[src/rtl/rt_frame_scheduler.sv]
// Frame sequencer for the ray-tracing coprocessor: loads the configuration burst,
// issues raster-order pixel requests under a credit limit, and streams results out.
module rt_frame_scheduler #(
    parameter int CFG_WORDS  = 27,
    parameter int WIDTH      = 32,
    parameter int HEIGHT     = 32,
    parameter int DATA_W     = 32,
    parameter int FIFO_DEPTH = 4
) (
    input  logic                         aclk,
    input  logic                         areset,
    output logic                         s_axis_tready,
    input  logic [DATA_W-1:0]            s_axis_tdata,
    input  logic                         s_axis_tlast,
    input  logic                         s_axis_tvalid,
    output logic                         cfg_wr_en,
    output logic [$clog2(CFG_WORDS)-1:0] cfg_wr_addr,
    output logic [DATA_W-1:0]            cfg_wr_data,
    output logic                         req_valid,
    input  logic                         req_ready,
    output logic [$clog2(WIDTH)-1:0]     req_x,
    output logic [$clog2(HEIGHT)-1:0]    req_y,
    input  logic                         res_valid,
    input  logic [DATA_W-1:0]            res_data,
    output logic                         m_axis_tvalid,
    output logic [DATA_W-1:0]            m_axis_tdata,
    output logic                         m_axis_tlast,
    input  logic                         m_axis_tready,
    output logic                         busy,
    output logic                         cfg_err,
    output logic                         frame_done
);
    localparam int NPIX = WIDTH * HEIGHT;
    localparam int CAW  = $clog2(CFG_WORDS);
    localparam int XW   = $clog2(WIDTH);
    localparam int YW   = $clog2(HEIGHT);
    localparam int PW   = $clog2(NPIX + 1);
    localparam int OW   = $clog2(FIFO_DEPTH + 1);
    localparam int AW   = $clog2(FIFO_DEPTH);

    typedef enum logic [1:0] {LOAD, SKIP, RENDER} state_t;

    state_t          state_q, state_d;
    logic [CAW-1:0]  cfg_cnt_q, cfg_cnt_d;
    logic [XW-1:0]   x_q, x_d;
    logic [YW-1:0]   y_q, y_d;
    logic [PW-1:0]   issue_cnt_q, issue_cnt_d;
    logic [PW-1:0]   out_cnt_q, out_cnt_d;
    logic [OW-1:0]   outst_q, outst_d;
    logic [OW-1:0]   fifo_cnt_q, fifo_cnt_d;
    logic [AW-1:0]   wr_ptr_q, wr_ptr_d;
    logic [AW-1:0]   rd_ptr_q, rd_ptr_d;
    logic            cfg_err_q, cfg_err_d;
    logic            frame_done_q, frame_done_d;
    logic [DATA_W-1:0] fifo_mem_q [FIFO_DEPTH];

    logic [OW:0] credit_sum;
    logic        req_hs, push, pop, last_hs;

    // Requests are throttled so every in-flight result already owns a FIFO slot.
    assign credit_sum    = {1'b0, outst_q} + {1'b0, fifo_cnt_q};
    assign busy          = (state_q == RENDER);
    assign s_axis_tready = (state_q != RENDER);
    assign cfg_wr_en     = (state_q == LOAD) && s_axis_tvalid;
    assign cfg_wr_addr   = cfg_cnt_q;
    assign cfg_wr_data   = s_axis_tdata;
    assign req_valid     = busy && (issue_cnt_q < PW'(NPIX)) && (credit_sum < (OW+1)'(FIFO_DEPTH));
    assign req_x         = x_q;
    assign req_y         = y_q;
    assign req_hs        = req_valid && req_ready;
    assign push          = res_valid && (outst_q != '0);
    assign m_axis_tvalid = (fifo_cnt_q != '0);
    assign m_axis_tdata  = fifo_mem_q[rd_ptr_q];
    assign m_axis_tlast  = m_axis_tvalid && (out_cnt_q == PW'(NPIX - 1));
    assign pop           = m_axis_tvalid && m_axis_tready;
    assign last_hs       = pop && m_axis_tlast;
    assign cfg_err       = cfg_err_q;
    assign frame_done    = frame_done_q;

    always_comb begin
        state_d      = state_q;
        cfg_cnt_d    = cfg_cnt_q;
        x_d          = x_q;
        y_d          = y_q;
        issue_cnt_d  = issue_cnt_q;
        out_cnt_d    = out_cnt_q;
        outst_d      = outst_q;
        fifo_cnt_d   = fifo_cnt_q;
        wr_ptr_d     = wr_ptr_q;
        rd_ptr_d     = rd_ptr_q;
        cfg_err_d    = 1'b0;
        frame_done_d = 1'b0;
        case (state_q)
            LOAD: begin
                if (s_axis_tvalid) begin
                    if (cfg_cnt_q == CAW'(CFG_WORDS - 1)) begin
                        cfg_cnt_d = '0;
                        if (s_axis_tlast) begin
                            state_d = RENDER;
                        end else begin
                            cfg_err_d = 1'b1;
                            state_d   = SKIP;
                        end
                    end else if (s_axis_tlast) begin
                        cfg_err_d = 1'b1;
                        cfg_cnt_d = '0;
                    end else begin
                        cfg_cnt_d = cfg_cnt_q + CAW'(1);
                    end
                end
            end
            SKIP: begin
                if (s_axis_tvalid && s_axis_tlast) state_d = LOAD;
            end
            RENDER: begin
                if (req_hs) begin
                    issue_cnt_d = issue_cnt_q + PW'(1);
                    if (x_q == XW'(WIDTH - 1)) begin
                        x_d = '0;
                        y_d = y_q + YW'(1);
                    end else begin
                        x_d = x_q + XW'(1);
                    end
                end
            end
            default: state_d = LOAD;
        endcase

        if (push) wr_ptr_d = wr_ptr_q + AW'(1);
        if (pop) begin
            rd_ptr_d  = rd_ptr_q + AW'(1);
            out_cnt_d = out_cnt_q + PW'(1);
        end
        case ({push, pop})
            2'b10:   fifo_cnt_d = fifo_cnt_q + OW'(1);
            2'b01:   fifo_cnt_d = fifo_cnt_q - OW'(1);
            default: fifo_cnt_d = fifo_cnt_q;
        endcase
        case ({req_hs, push})
            2'b10:   outst_d = outst_q + OW'(1);
            2'b01:   outst_d = outst_q - OW'(1);
            default: outst_d = outst_q;
        endcase

        // The final beat leaving closes the frame; a new configuration is required.
        if (last_hs) begin
            frame_done_d = 1'b1;
            state_d      = LOAD;
            cfg_cnt_d    = '0;
            x_d          = '0;
            y_d          = '0;
            issue_cnt_d  = '0;
            out_cnt_d    = '0;
            outst_d      = '0;
            fifo_cnt_d   = '0;
            wr_ptr_d     = '0;
            rd_ptr_d     = '0;
        end
    end

    always_ff @(posedge aclk or posedge areset) begin
        if (areset) begin
            state_q      <= LOAD;
            cfg_cnt_q    <= '0;
            x_q          <= '0;
            y_q          <= '0;
            issue_cnt_q  <= '0;
            out_cnt_q    <= '0;
            outst_q      <= '0;
            fifo_cnt_q   <= '0;
            wr_ptr_q     <= '0;
            rd_ptr_q     <= '0;
            cfg_err_q    <= 1'b0;
            frame_done_q <= 1'b0;
        end else begin
            state_q      <= state_d;
            cfg_cnt_q    <= cfg_cnt_d;
            x_q          <= x_d;
            y_q          <= y_d;
            issue_cnt_q  <= issue_cnt_d;
            out_cnt_q    <= out_cnt_d;
            outst_q      <= outst_d;
            fifo_cnt_q   <= fifo_cnt_d;
            wr_ptr_q     <= wr_ptr_d;
            rd_ptr_q     <= rd_ptr_d;
            cfg_err_q    <= cfg_err_d;
            frame_done_q <= frame_done_d;
        end
    end

    // Storage needs no reset: occupancy is tracked by the pointers and count.
    always_ff @(posedge aclk) begin
        if (push) fifo_mem_q[wr_ptr_q] <= res_data;
    end
endmodule

[config.mk]
export PLATFORM = sky130hd
export DESIGN_NAME = rt_frame_scheduler
export DESIGN_NICKNAME = d
export VERILOG_FILES = /design/src/rtl/rt_frame_scheduler.sv
export SDC_FILE = /design/constraint.sdc
export NUM_CORES = 1
export LEC_CHECK = 0
export CAP_MARGIN = 20
export CORE_MARGIN = 1
export CORE_UTILIZATION = 55
export DETAILED_ROUTE_END_ITERATION = 8
export PLACE_DENSITY = 0.91
export RECOVER_POWER = 50
export SLEW_MARGIN = 5
export SYNTH_ARGS = -nofsm -noshare
export SYNTH_HDL_FRONTEND = slang
export SYNTH_SLANG_ARGS = --single-unit
[constraint.sdc]
create_clock -name aclk -period 4.4 [get_ports aclk]
set_input_delay 0.66 -clock aclk [delete_from_list [all_inputs] [get_ports aclk]]
set_output_delay 0.66 -clock aclk [all_outputs]
set_load 0.01 [all_outputs]
# Yosys cells after proc, flatten, opt, wreduce, memory -nomap -nowiden
# Memories as Yosys holds them, arrays and structs flattened.
# Cells that the tools add are included.
# word_totals
input_bits,71
out_inout_bits,87
n_memories,1
ram_bits,128
register_bits,51
elab_cells,106
# op_classes
n_eq_ne,14
n_reduce_logical,25
mux,40
add_sub_neg,12
order_cmp,2
# mem_list
name,depth,word_bits,read_ports,rd_clocked_by_memory_dff,wr,line,rtl
fifo_mem_q,4,32,1,0,1,55,logic [DATA_W-1:0] fifo_mem_q [FIFO_DEPTH];
# ops
cell,n
$mux W5,13
$mux W11,5
$add A11 B1 Y11 const B,2
$mux W2,9
$add A5 B1 Y5 const B,3
$reduce_bool A2 Y1,7
$pmux W3 S2,2
$reduce_bool A3 Y1,4
$eq A11 B10 Y1 const B,1
$lt A11 B11 Y1 const B,1
$eq A5 B5 Y1 const B,2
$logic_and A1 B1 Y1,9
$mux W1,8
$add A3 B1 Y3 const B,2
$eq A2 B1 Y1 const B,3
$eq A2 B2 Y1 const B,3
$mux W3,2
$ne A3 B3 Y1 const B,2
$pmux W2 S3,1
$sub A3 B1 Y3 const B,2
$add A2 B1 Y2 const B,2
$add A3 B3 Y4,1
$lt A4 B3 Y1 const B,1
$reduce_and A2 Y1,2
other kinds (6),6

# Depth between registers and ports, before layout
# Gate-level depths: netlist (run 1).
# depth
word_depth,7
ltp_mapped,10

# Worst setup path before layout (run 1)
# OpenSTA, ideal clock, no wires.
# synth_path
path_type,flip-flop to flip-flop
from,reg fifo_cnt_q[2]
to,reg outst_q[2]
arrival_ps,2441
setup_ps,79
path_slack_ps,1880
path_stages_with_launch,11
path_buffers,2
required_ps,4321
cell_sequence,dfrtp_1 -> ha_1 -> nor4_4 -> nand4_4 -> buf_6 -> clkbuf_1 -> and2_1 -> fa_1 -> nor2b_1 -> mux2i_1 -> mux2i_1
# synth_via
elab_chain_cells,7
# synth_lines
element,line,rtl
"start, declared",50,"logic [OW-1:0] fifo_cnt_q, fifo_cnt_d;"
"start signal, assigned",183,fifo_cnt_q <= fifo_cnt_d;
$add A3 B3 Y4,61,"assign credit_sum = {1'b0, outst_q} + {1'b0, fifo_cnt_q};"
$lt A4 B3 Y1,67,assign req_valid = busy && (issue_cnt_q < PW'(NPIX)) && (credit_sum < (OW+1)'(FIFO_DEPTH));
$logic_and A1 B1 Y1,67,
$logic_and A1 B1 Y1,70,assign req_hs = req_valid && req_ready;
$eq A2 B1 Y1 or $eq A2 B2 Y1 (tied branches),139,"case ({req_hs, push})"
$pmux W3 S2,139,
$mux W3,146,if (last_hs) begin
"end signal, assigned",182,outst_q <= outst_d;
"end, declared",49,"logic [OW-1:0] outst_q, outst_d;"
# Parallel ways exist; a longest one is shown, timed or not.
# A chain may end at the register's enable or synchronous reset.

# Worst setup path in the final report (run 1)
# layout_path
from,reg rd_ptr_q[0]
to,out m_axis_tdata[0]
# layout_via
elab_chain_cells,1
# layout_lines
element,line,rtl
"start, declared",52,"logic [AW-1:0] rd_ptr_q, rd_ptr_d;"
"start signal, assigned",185,rd_ptr_q <= rd_ptr_d;
$mem_v2 Z4 W32,--,
"end, declared",26,"output logic [DATA_W-1:0] m_axis_tdata,"
# No other way between the ends.

==> metrics.csv, run 1 <==
metric;value;unit
area grow syn2layout;19.4;%
internal power;2.75;mW
Clock Skew;0.0117;ns
max cap viols;1;
drt total wl;15500;µm
port bufs;93;
hold depth;1;
worst slack, placed;1.29;ns
sequential fraction of design power;52.9;%
CTS sink count;179;
Synth Instances;489;
routed via count;4470;
Mapped Nets;575;
failing checks;max-capacitance violations, max-slew violations;
I/O pin count;158;
post-synthesis sequential area ratio;67.1;%
fin util;67.9;%
combinational power share;2.3;%
Pre-antenna DRT Iters;4;
NetSw;687;µW
reg-to-reg endpoint;outst_q[2]$_DFFE_PP0P_;
CTS buffer count;17;
post-synth top area share;50.4;%
CP endpoint kind;output pin;
crit path DAT;2.78;ns
initial antenna violation count;1;
Critical Path Source Type;register;
Initial DRC Count;421;
Post-route DRC;0;
share of cells above drive strength 1;13.7;%
fin crit share;78.1;%
# rows;42;
library cells used by synthesis;48;
YS warnings;0;
largest net degree at the start of global routing;52;
sw frac;20.0;%
Main synth FF type;edfxtp_1;
Starting Density;56.9;%
Worst Hold Class;reg -> reg;
Worst Path Required;3.74;ns
Hold Path End;out_cnt_q[10]$_DFFE_PP0P_;
depth of the worst register-to-register path;8;
final-report setup violation count;0;
Worst Path Max Fanout;26;
pwr dens;377;nW/µm²
Post-synth EDFFs;128;
CTS Hold Bufs;0;
cts repair resizes;0;
#FFs+latches synth;179;
WS Path Type;reg -> out;
RSZ-0062 raised after global routing;false;
Post-CTS Setup Repair Bufs;0;
Tot GR Track Use;23.0;%
DP Wirelength;9650;µm
Final Hold Fails;0;
vias in the first global route;4551;
ys async rst share;28.5;%
fmax;291;MHz
Nets;641;
Worst VDD drop;0.256;mV
core area;13400;µm²
Worst-path clk slew;0.07;ns
reg2reg start;fifo_cnt_q[2]$_DFFE_PP0P_;
clock share of power;44.8;%
synth top area cells;edfxtp_1 50%, dfrtp_1 17%, mux4_2 9.5%;
die area;14300;µm²
RePlAce Congestion;0.793;
Setup TNS;0;ns
Synth Cell Area;7620;µm²
vias per cell;6.00;
H-tree depth;4;
ANT nets after route;0;
final critical-path required period;3.44;ns
Worst slew margin;-37.0;%
actual slew at the worst max-slew pin;2.05;ns
Die X;120;µm
deepest clock path buffer count;2;
R2R Setup Slk;1.63;ns
wire length per cell;20.8;µm
outcome;finished with violations;
syn_area_per_cell;15.6;µm²
Leak;3.26;nW
pins over their slew limit;39;
Synth area leader;edfxtp_1;
GRT overflow;0;
clk_lat worst skew;0.43;ns
setup ws final;0.961;ns
CTS tree;done;
HP Start;out_cnt_q[10]$_DFFE_PP0P_;
Die Ht;120;µm
Clock Tree Root;clkbuf_16;
first-pass GRT wire length;24300;µm
Fillers;846;
==> worst max-delay path: stages (launching register included) <==
cell and delay [ns]:
dfrtp_2 0.91, buf_4 0.36, mux4_2 0.55, clkdlybuf4s50_1 0.52
==> area by class of cell <==
class	instances	area, µm²	share of cell area, %
sequential	179	5120	56.3
multi-input combinational	245	2120	23.3
timing repair buffer	102	995	10.9
clock buffer	17	425	4.67
tap	176	220	2.42
clock inverter	15	181	1.99
inverter	10	37.5	0.412
antenna	1	2.50	0.0275
==> power by group through the flow <==
stage                     sequential (mW)  combinational, mW  clock (mW)
after global routing                 1.82             0.0851        1.62
after CTS                            1.82             0.0850        1.55
after global placement               1.85             0.0782           0
after floorplan                      1.85             0.0502           0
final                                1.82             0.0783        1.54
after detailed placement             1.85             0.0832           0
==> worst max path at each step <==
| stage | start | end | slack [ns] | depth (start not counted) |
|---|---|---|---|---|
| 3_3_place_gp | s_axis_tvalid | cfg_wr_en | 1.43 | 4 |
| 6_report | rd_ptr_q[0]$_DFFE_PP0P_ | m_axis_tdata[0] | 0.96 | 3 |
| 4_1_cts | rd_ptr_q[0]$_DFFE_PP0P_ | m_axis_tdata[0] | 0.88 | 3 |
| 3_5_place_dp | m_axis_tready | issue_cnt_q[7]$_DFFE_PP0P_ | 1.29 | 6 |
| 5_1_grt | areset | rd_ptr_q[0]$_DFFE_PP0P_ | 0.74 | 3 |
| 2_1_floorplan | fifo_cnt_q[2]$_DFFE_PP0P_ | outst_q[2]$_DFFE_PP0P_ | 1.88 | 10 |
==> flip-flops by register name, summed over array words and instances, names as in the netlist, 2 cells and up <==
| register | cells |
|---|---|
| cfg_wr_addr | 5 |
| out_cnt_q | 11 |
| fifo_mem_q | 128 |
| outst_q | 3 |
| fifo_cnt_q | 3 |
| wr_ptr_q | 2 |
| issue_cnt_q | 11 |
| state_q | 2 |
| rd_ptr_q | 2 |
| req_y | 5 |
| req_x | 5 |
==> layer usage <==
metal,wire [µm],vias to the layer above,global-route usage [%]
met1,6310,2263,29.4
met3,969,31,5.32
met2,7910,207,38.3
met4,316,2,9.22
li1,-,1967,-
met5,13,-,0
==> cells by family after synthesis <==
| family | share of synthesized area [%] |
|---|---|
| AND/OR/NAND/NOR | 8.58 |
| flip-flops | 67.1 |
| XOR/XNOR | 1.49 |
| adder cells (fa/ha/maj) | 2.66 |
| buffers and inverters | 5.07 |
| multiplexers | 10.2 |
| AO/OA/AOI/OAI | 4.81 |
==> layout by cell type (no fill, tap or decap), types with 5 or more instances in the layout <==
cell and count:
nor3_1 7, mux4_2 32, inv_1 10, a21oi_1 25
clkbuf_16 17, dfrtp_1 50, o31ai_1 7, nor2_1 19
nand2_1 22, or3_1 8, and2_1 5, nand3_1 14
clkdlybuf4s50_1 57, o21ai_0 19, ha_1 13, clkinv_4 5
xnor2_1 11, mux2i_1 6, nand4_1 5, edfxtp_1 128
dlygate4sd3_1 36, or4_1 7, buf_4 8
==> through the flow <==
step	power [mW]	cells	hold slack (ns)	cell area, µm²
after global placement	1.93	711	0.460	8490
after detailed placement	1.94	711	0.471	8490
final	3.44	745	0.481	9100
after global routing	3.52	744	0.493	9100
after floorplan	1.90	489	0.442	7620
after CTS	3.46	743	0.486	9100
==> cells in the mapped netlist, drive strengths merged (7+ instances only) <==
| library cell | count |
|---|---|
| nor3 | 7 |
| or4 | 7 |
| inv | 10 |
| nand2 | 22 |
| edfxtp | 128 |
| dfrtp | 51 |
| a21oi | 25 |
| buf | 45 |
| xnor2 | 11 |
| nor2 | 20 |
| or3 | 8 |
| o31ai | 7 |
| clkbuf | 10 |
| ha | 13 |
| nand3 | 14 |
| mux4 | 32 |
| o21ai | 19 |
Note: power is estimated with default switching activity, not from simulation.
==> run 2: changes to the inputs <==
--- a/config.mk
+++ b/config.mk
@@ -7,9 +7,9 @@
 export LEC_CHECK = 0
 export CAP_MARGIN = 20
 export CORE_MARGIN = 1
-export CORE_UTILIZATION = 55
+export CORE_UTILIZATION = 51
 export DETAILED_ROUTE_END_ITERATION = 8
-export PLACE_DENSITY = 0.91
+export PLACE_DENSITY = 0.86
 export RECOVER_POWER = 50
 export SLEW_MARGIN = 5
 export SYNTH_ARGS = -nofsm -noshare
==> constraint.sdc (replaced) <==
create_clock -name aclk -period 3.5 [get_ports aclk]
set_input_delay 0.525 -clock aclk [delete_from_list [all_inputs] [get_ports aclk]]
set_output_delay 0.525 -clock aclk [all_outputs]
set_load 0.01 [all_outputs]
==> metrics.csv, run 2 (synthesized netlist as in run 1, its figures left out) <==
metric;value;unit;change
initial antenna violation count;1;;unchanged
Tot GR Track Use;20.5;%;was 23.0%
actual slew at the worst max-slew pin;0.765;ns;was 2.05 ns
# rows;44;;was 42
crit path max-delay cell type;clkdlybuf4s50_1;;was dfrtp_2
H-tree depth;4;;unchanged
Critical Path Source Type;register;;unchanged
Worst VDD drop;0.352;mV;was 0.256 mV
largest net degree at the start of global routing;52;;unchanged
GR Util met1;25.0;%;was 29.4%
pwr dens;463;nW/µm²;was 377 nW/µm²
worst-path cell chain;ha_1 -> nand2_1 -> or2_2 -> nor3b_1 -> clkdlybuf4s50_1;;was buf_4 -> mux4_2 -> clkdlybuf4s50_1
wire length per cell;19.9;µm;was 20.8 µm
fin cells;756;;was 745
DP Wirelength;9620;µm;was 9650 µm
clk_lat worst skew;0.43;ns;about the same
first-pass GRT wire length;24000;µm;was 24300 µm
Nets;645;;was 641
worst slack, placed;0.765;ns;was 1.29 ns
Pre-antenna DRT Iters;5;;was 4
Leak;3.28;nW;was 3.26 nW
RSZ-0062 raised after global routing;false;;unchanged
outcome;completed;;was finished with violations
core area;14500;µm²;was 13400 µm²
CTS buffer count;17;;unchanged
RePlAce Congestion;0.810;;was 0.793
routed via count;4471;;was 4470
vias per cell;5.91;;was 6.00
Worst Path Max Fanout;4;;was 26
ANT nets after route;0;;unchanged
Fillers;1041;;was 846
fmax;353;MHz;
area grow syn2layout;20.2;%;was 19.4%
total power;4.25;mW;was 3.44 mW
Clock Skew;0.00744;ns;was 0.0117 ns
Post-route DRC;0;;unchanged
Buffers & Inverters on Critical Path;1;;was 2
top flop regs;fifo_mem_q x128, issue_cnt_q x11, out_cnt_q x11;;unchanged
port bufs;93;;unchanged
GRT overflow;0;;unchanged
crit path DAT;2.31;ns;was 2.78 ns
final-report setup violation count;0;;unchanged
Worst Hold Class;reg -> reg;;unchanged
WS Path Type;reg -> out;;unchanged
Setup TNS;0;ns;unchanged
Post-CTS Setup Repair Bufs;0;;unchanged
Worst slew margin;49.0;%;was -37.0%
Initial DRC Count;262;;was 421
Largest stage delay, worst path;0.59;ns;was 0.91 ns
Starting Density;52.5;%;was 56.9%
Die X;124;µm;was 120 µm
ant diodes;0;;was 1
GRT Max-Usage Layer;met2;;unchanged
area of placed instances;8570;µm²;was 8490 µm²
Clock Tree Root;clkbuf_16;;unchanged
final critical-path required period;2.83;ns;
Die Ht;124;µm;was 120 µm
fin crit share;80.9;%;
met2 GRT Util;34.9;%;was 38.3%
pins over their slew limit;0;;was 39
Worst Path Required;2.97;ns;was 3.74 ns
Biggest register;fifo_mem_q;;unchanged
most frequent cells in the layout;128 x edfxtp_1, 57 x clkdlybuf4s50_1, 50 x dfrtp_1, 36 x dlygate4sd3_1, 32 x mux4_2;;unchanged
drt total wl;15000;µm;was 15500 µm
CTS tree;done;;unchanged
vias in the first global route;4590;;was 4551
Worst-path clk slew;0.06;ns;was 0.07 ns
most common cell after layout, fill and taps aside;edfxtp_1;;unchanged
Cells after DPL;723;;was 711
CTS sink count;179;;unchanged
final instance area;9160;µm²;was 9100 µm²
share of cells above drive strength 1;13.8;%;was 13.7%
setup ws final;0.668;ns;was 0.961 ns
deepest clock path buffer count;2;;unchanged
CP endpoint kind;output pin;;unchanged
I/O pin count;158;;unchanged
Final Hold Fails;0;;unchanged
CTS Hold Bufs;0;;unchanged
max reg flops;128;;unchanged
die area;15400;µm²;was 14300 µm²
Crit path max-delay family;simple AND/OR/NAND/NOR gates;;was flip-flops
GR met3 Demand/Resource;5.93;%;was 5.32%
cts repair resizes;0;;unchanged
max cap viols;0;;was 1
-- run 2: cell count changes in the layout (fill, tap and decap cells not counted) --
cell       change
buf_12         +4
clkinv_4       -4
clkbuf_1       +2
inv_8          +2
buf_4          -1
bufinv_16      -1
clkinv_1       +1
diode_2        -1
inv_6          +1
-- run 2: final timing paths --
check / slack, ns / endpoint / from / cells after the start
setup / recovery: 0.67 / m_axis_tlast / out_cnt_q[0]$_DFFE_PP0P_ / 5
hold / removal: 0.49 / state_q[1]$_DFFE_PP0P_ / state_q[0]$_DFFE_PP0P_ / 1
setup reg to reg: 1.13 / fifo_cnt_q[2]$_DFFE_PP0P_ / fifo_cnt_q[0]$_DFFE_PP0P_ / 7
hold reg to reg: 0.49 / state_q[1]$_DFFE_PP0P_ / state_q[0]$_DFFE_PP0P_ / 1
max in group asynchronous: 2.36 / rd_ptr_q[0]$_DFFE_PP0P_ / areset / 3
min in group asynchronous: 0.55 / issue_cnt_q[1]$_DFFE_PP0P_ / areset / 2
-- run 2: routing by layer --
layer  part of all wire, %  up-vias  wire length (µm)
met5                 0.087        -                13
met4                   1.5        2               230
met3                   6.5       32               972
met2                    52      188              7870
met1                    39     2269              5930
li1                      -     1980                 -
-- run 2: where the power goes --
part           internal (mW)  total, mW  switching, mW
Combinational         0.0494     0.0991         0.0497
Clock                   1.06       1.86          0.799
Sequential              2.28       2.28        0.00607
-- run 2: layout make-up --
class / instances / area, µm² / share of cell area (%)
Multi-Input combinational cell: 245 / 2120 / 23.1
Clock buffer: 18 / 429 / 4.68
Inverter: 10 / 37.5 / 0.410
Tap cell: 184 / 230 / 2.51
Sequential cell: 179 / 5120 / 55.9
Clock inverter: 14 / 151 / 1.65
Timing Repair Buffer: 106 / 1070 / 11.7
-- run 2: per-stage QoR --
stage          utilization (%)  hold slack (ns)
2_1_floorplan                -            0.442
3_3_place_gp              59.0            0.461
3_5_place_dp              59.0            0.476
5_1_grt                   63.0            0.515
4_1_cts                   62.9            0.499
6_report                  63.0            0.493
-- run 2: worst register-to-register path, cell delays in order (launching register included) --
cell,delay (ns)
dfrtp_1,0.46
o31ai_1,0.27
clkbuf_1,0.46
nor2_1,0.14
fa_1,0.42
nor3_1,0.26
o21ai_0,0.10
nor3b_1,0.14
